**src/rtl/regfile_wb_scheduler.sv**
```systemverilog
// Register-file write-back scheduler: round-robin ALU/load arbitration onto a single
// registered write port, plus a pending-write scoreboard for RAW/WAW hazard detection.
module regfile_wb_scheduler #(
  parameter int DATA_WIDTH = 32,
  parameter int ADDR_WIDTH = 5,
  parameter int NREGS      = 1 << ADDR_WIDTH
) (
  input  logic                  clk,
  input  logic                  rst,
  input  logic                  alu_valid,
  input  logic [ADDR_WIDTH-1:0] alu_addr,
  input  logic [DATA_WIDTH-1:0] alu_data,
  output logic                  alu_ready,
  input  logic                  ld_valid,
  input  logic [ADDR_WIDTH-1:0] ld_addr,
  input  logic [DATA_WIDTH-1:0] ld_data,
  output logic                  ld_ready,
  input  logic                  rsv_valid,
  input  logic [ADDR_WIDTH-1:0] rsv_addr,
  output logic                  rsv_stall,
  input  logic [ADDR_WIDTH-1:0] chk_addr_a,
  input  logic [ADDR_WIDTH-1:0] chk_addr_b,
  output logic                  busy_a,
  output logic                  busy_b,
  output logic                  we,
  output logic [ADDR_WIDTH-1:0] addr_c,
  output logic [DATA_WIDTH-1:0] data_c,
  output logic [NREGS-1:0]      busy_vec
);

  typedef enum logic {
    PRI_ALU,
    PRI_LD
  } pri_t;

  pri_t pri_q, pri_d;

  logic [NREGS-1:0] busy_d;
  logic             grant;

  always_ff @(posedge clk) begin
    if (rst) begin
      pri_q <= PRI_ALU;
    end else begin
      pri_q <= pri_d;
    end
  end

  // The priority pointer only moves when both requesters compete.
  always_comb begin
    alu_ready = 1'b0;
    ld_ready  = 1'b0;
    pri_d     = pri_q;
    if (!rst) begin
      if (alu_valid && ld_valid) begin
        if (pri_q == PRI_ALU) begin
          alu_ready = 1'b1;
          pri_d     = PRI_LD;
        end else begin
          ld_ready = 1'b1;
          pri_d    = PRI_ALU;
        end
      end else begin
        alu_ready = alu_valid;
        ld_ready  = ld_valid;
      end
    end
  end

  assign grant = alu_ready || ld_ready;

  always_ff @(posedge clk) begin
    if (rst) begin
      we     <= 1'b0;
      addr_c <= '0;
      data_c <= '0;
    end else begin
      we <= grant;
      if (alu_ready) begin
        addr_c <= alu_addr;
        data_c <= alu_data;
      end else if (ld_ready) begin
        addr_c <= ld_addr;
        data_c <= ld_data;
      end
    end
  end

  assign rsv_stall = !rst && rsv_valid && busy_vec[rsv_addr];
  assign busy_a    = busy_vec[chk_addr_a];
  assign busy_b    = busy_vec[chk_addr_b];

  // Set is applied after clear so a same-edge set/clear on one register leaves it pending.
  always_comb begin
    busy_d = busy_vec;
    if (we) begin
      busy_d[addr_c] = 1'b0;
    end
    if (rsv_valid && !rsv_stall) begin
      busy_d[rsv_addr] = 1'b1;
    end
  end

  always_ff @(posedge clk) begin
    if (rst) begin
      busy_vec <= '0;
    end else begin
      busy_vec <= busy_d;
    end
  end

endmodule

```
**config.mk**
```make
export PLATFORM = sky130hd
export DESIGN_NAME = regfile_wb_scheduler
export DESIGN_NICKNAME = d
export VERILOG_FILES = /design/src/rtl/regfile_wb_scheduler.sv
export SDC_FILE = /design/constraint.sdc
export NUM_CORES = 1
export LEC_CHECK = 0
export CAP_MARGIN = 20
export CORE_AREA = 2 2 105 107
export DETAILED_ROUTE_END_ITERATION = 10
export DIE_AREA = 0 0 107 109
export HOLD_SLACK_MARGIN = 0.08
export PLACE_DENSITY = 0.87
export RECOVER_POWER = 25
export REMOVE_ABC_BUFFERS = 1
export SYNTH_ARGS = -nofsm -noshare
export SYNTH_HDL_FRONTEND = slang
export SYNTH_SLANG_ARGS = --single-unit
```
**constraint.sdc**
```tcl
create_clock -name clk -period 2.4 [get_ports clk]
set_input_delay 0.48 -clock clk [delete_from_list [all_inputs] [get_ports clk]]
set_output_delay 0.48 -clock clk [all_outputs]
set_load 0.03 [all_outputs]
```
==> results of run 1 <==
-- cell type report --
class                      count  area [µm²]
fill                         860        4110
multi-input combinational    318        2450
timing repair buffer         233        2180
sequential                    71        1430
tap                          140         175
clock buffer                  11         151
clock inverter                 5         104
inverter                       2        7.51
-- synthesized netlist by cell type (all sizes together) (2+ instances only) --
master | count | share of area
a211oi | 37 | 0.069
a21oi | 3 | 0.0037
buf | 12 | 0.017
clkbuf | 21 | 0.020
dfxtp | 71 | 0.35
inv | 2 | 0.0019
mux2 | 6 | 0.017
mux2i | 49 | 0.12
mux4 | 20 | 0.11
nand2 | 27 | 0.025
nand2b | 2 | 0.0031
nand3 | 7 | 0.0087
nand3b | 25 | 0.047
nand4 | 2 | 0.0031
nor2 | 42 | 0.039
nor2b | 21 | 0.033
nor3b | 7 | 0.013
o21ai | 34 | 0.042
o22ai | 2 | 0.0031
o31ai | 16 | 0.030
or2 | 5 | 0.0078
-- worst max-delay path: cells and delay by family, from the launching register on --
family / cells / cell delay (ns)
muxes: 3 / 1.26
buffers and inverters: 1 / 0.14
DFF: 1 / 0.35
-- state kept, by name, indices dropped and copies added, names as in the netlist --
register	cells
addr_c	5
pri_q	1
we	1
busy_vec	32
data_c	32
-- per-layer routing --
layer / vias to the layer above / GRT usage
met1: 2104 / 0.325
met4: 0 / 0.125
met2: 241 / 0.476
met3: 40 / 0.0789
met5: - / 0
li1: 2006 / -
-- final timing paths --
path / from / to / slack, ns / cells past startpoint
max: busy_vec[27] / busy_a / -0.19 / 4
min: rst / pri_q / 0.39 / 2
min reg2reg: data_c[13] / data_c[13] / 0.56 / 2
max reg2reg: busy_vec[14] / busy_vec[9] / 0.41 / 6
-- timing repair --
action / 4_1_cts / 5_1_grt
buffers inserted: 2 / 1
cloned: 1 / 0
pin swaps: 3 / 2
setup endpoints to repair: 3 / 3
resized for setup: 56 / 12
-- through the flow --
step                       util  worst slack, ns  cells
after floorplan               -            -3.47    391
after global placement    0.589            -1.03    762
after detailed placement  0.589            -1.11    762
after global routing      0.613           -0.229    780
after CTS                 0.617           -0.191    779
final                     0.613           -0.191    780
-- cells by family (layout without fill, tap and decap cells) --
kind of cell	count (synthesis)	count (layout)	synth area share
flops	71	71	0.355
buf+inv	35	251	0.0384
simple gates	143	143	0.189
compound gates	99	99	0.164
mux	75	75	0.252
xor+xnor	1	1	0.00219
-- layout by cell type (no fill, tap or decap), types with 3 or more instances in the layout --
| cell | instances |
|---|---|
| clkbuf_4 | 3 |
| nor2_1 | 42 |
| o21ai_0 | 34 |
| clkdlybuf4s50_1 | 152 |
| mux2i_1 | 47 |
| buf_6 | 7 |
| dfxtp_2 | 7 |
| clkbuf_1 | 8 |
| mux2_2 | 3 |
| a21oi_1 | 3 |
| or2_2 | 5 |
| clkbuf_2 | 3 |
| o31ai_1 | 16 |
| a211oi_1 | 37 |
| bufinv_16 | 3 |
| buf_4 | 51 |
| nand3b_1 | 25 |
| nand2_1 | 27 |
| dfxtp_1 | 64 |
| dlygate4sd2_1 | 3 |
| nor3b_1 | 6 |
| clkbuf_8 | 11 |
| mux4_2 | 20 |
| nor2b_1 | 21 |
| nand3_1 | 7 |
| buf_12 | 3 |
-- power breakdown --
group	switching, µW	leakage (µW)	internal, µW
Clock	473	0.000130	747
Combinational	399	0.00167	396
Sequential	50.5	0.000584	1240
Total	922	0.00239	2380
==> impl_metrics.toml, run 1 <==
[outcome]
status = "finished, violations left"
violations = "setup timing"

[setup_path]
worst_path_max_delay_cell = "mux4_2"
crit_required_ns = 1.92
slowest_delay_ns = 0.50
crit_top_cell = "mux4_2"
cp-end-kind = "primary output"
critical_path_class = "reg -> out"
cp_max_fo = 3
cp_cell_sequence = "mux4_2 -> mux4_2 -> mux2_4 -> buf_6"
crit_arrival_ns = 2.11
cp-start-kind = "flop"

[job]
cap_violations = 0

[synth]
ys_ff_latch = 71
synth_area_um2 = 4010
syn_area_per_cell_um2 = 9.45
async_flop_share = 0
synth-edff-count = 0
yosysUniqueCellTypes = 36
ys_warn_count = 0
ys_seq_area_frac = 0.355
ys.flop_type = "dfxtp_1"
syn_inst = 424

[timing]
finalSetupTns_ns = -0.519
maxSlewHeadroom = 0.481
worst_pin_slew_ns = 0.776
finalCritPeriodShare = 1.08
finalHoldViolCount = 0
whs_ns = 0.388
setup_viol = 3
rsz0062_at_grt = "yes"
clock-skew-final_ns = 0.0100
period_needed_ns = 2.59
maxSlewViolCount = 0
fin_ws_ns = -0.191
max_freq_mhz = 386

[min_path]
min_path_type = "in -> reg"

[floorplanning]
die_w_um = 107
die_h_um = 109
core_area_um2 = 10600
num_rows = 38
initial_utilization = 0.378
ios = 169
die_area_um2 = 11700

[power]
vdd_ir_drop_max_mv = 0.367
pwr_density_cell_nw_per_um2 = 509
power_leakage_uw = 0.00239
power_uw = 3310

[placed_design]
routabilityCongestion = 0.991
dp_hpwl_mm = 12.0
dpl_cell_area_um2 = 6240
port_buffers = 168

[detailed_routing]
first_iter_violations = 259
drc = 0
wire_per_inst_um = 20.0
dr_wl_met3_mm = 1.45
routed_via_density = 5.63
dr_wl_met2_mm = 7.77
dr.max_layer_used = "met4"
wirelength_mm = 15.6
postRouteAntennaNets = 0
route.vias.total = 4391
firstDrtPassIters = 6
wl_met1_mm = 5.95

[grt]
grt.total_usage = 0.278
grt_max_degree = 69
grt_pass1_wl_mm = 24.6
grt_pass1_vias = 4683
overflow = 0
grt_antenna_before_repair = 0

[cells_and_area]
drive_gt1_frac = 0.198
post-route-cell-area_um2 = 6500
finish.net_count = 729
area_growth_syn_to_layout_pct = 62.2
n_antenna_cell = 0

[clocking]
cts_tree = "done"
cts_buffers = 9
htreeDepth = 3
clockBufferDepth = 2
cts_hold_buf = 0
cts_num_sinks = 71
cts_root_buffer = "clkbuf_8"
clk_latency_ns = 0.36
cts.clk_slew.worst_paths_ns = 0.08
No activity file was read; power rests on OpenSTA's default activity.
==> inputs of run 2 (changes only) <==
--- a/config.mk
+++ b/config.mk
@@ -9,6 +9,7 @@
 export CORE_AREA = 2 2 105 107
 export DETAILED_ROUTE_END_ITERATION = 10
 export DIE_AREA = 0 0 107 109
+export GPL_TIMING_DRIVEN = 1
 export HOLD_SLACK_MARGIN = 0.08
 export PLACE_DENSITY = 0.87
 export RECOVER_POWER = 25
==> results of run 2 <==
No change in the layout: final DEF, timing and power equal those of run 1.
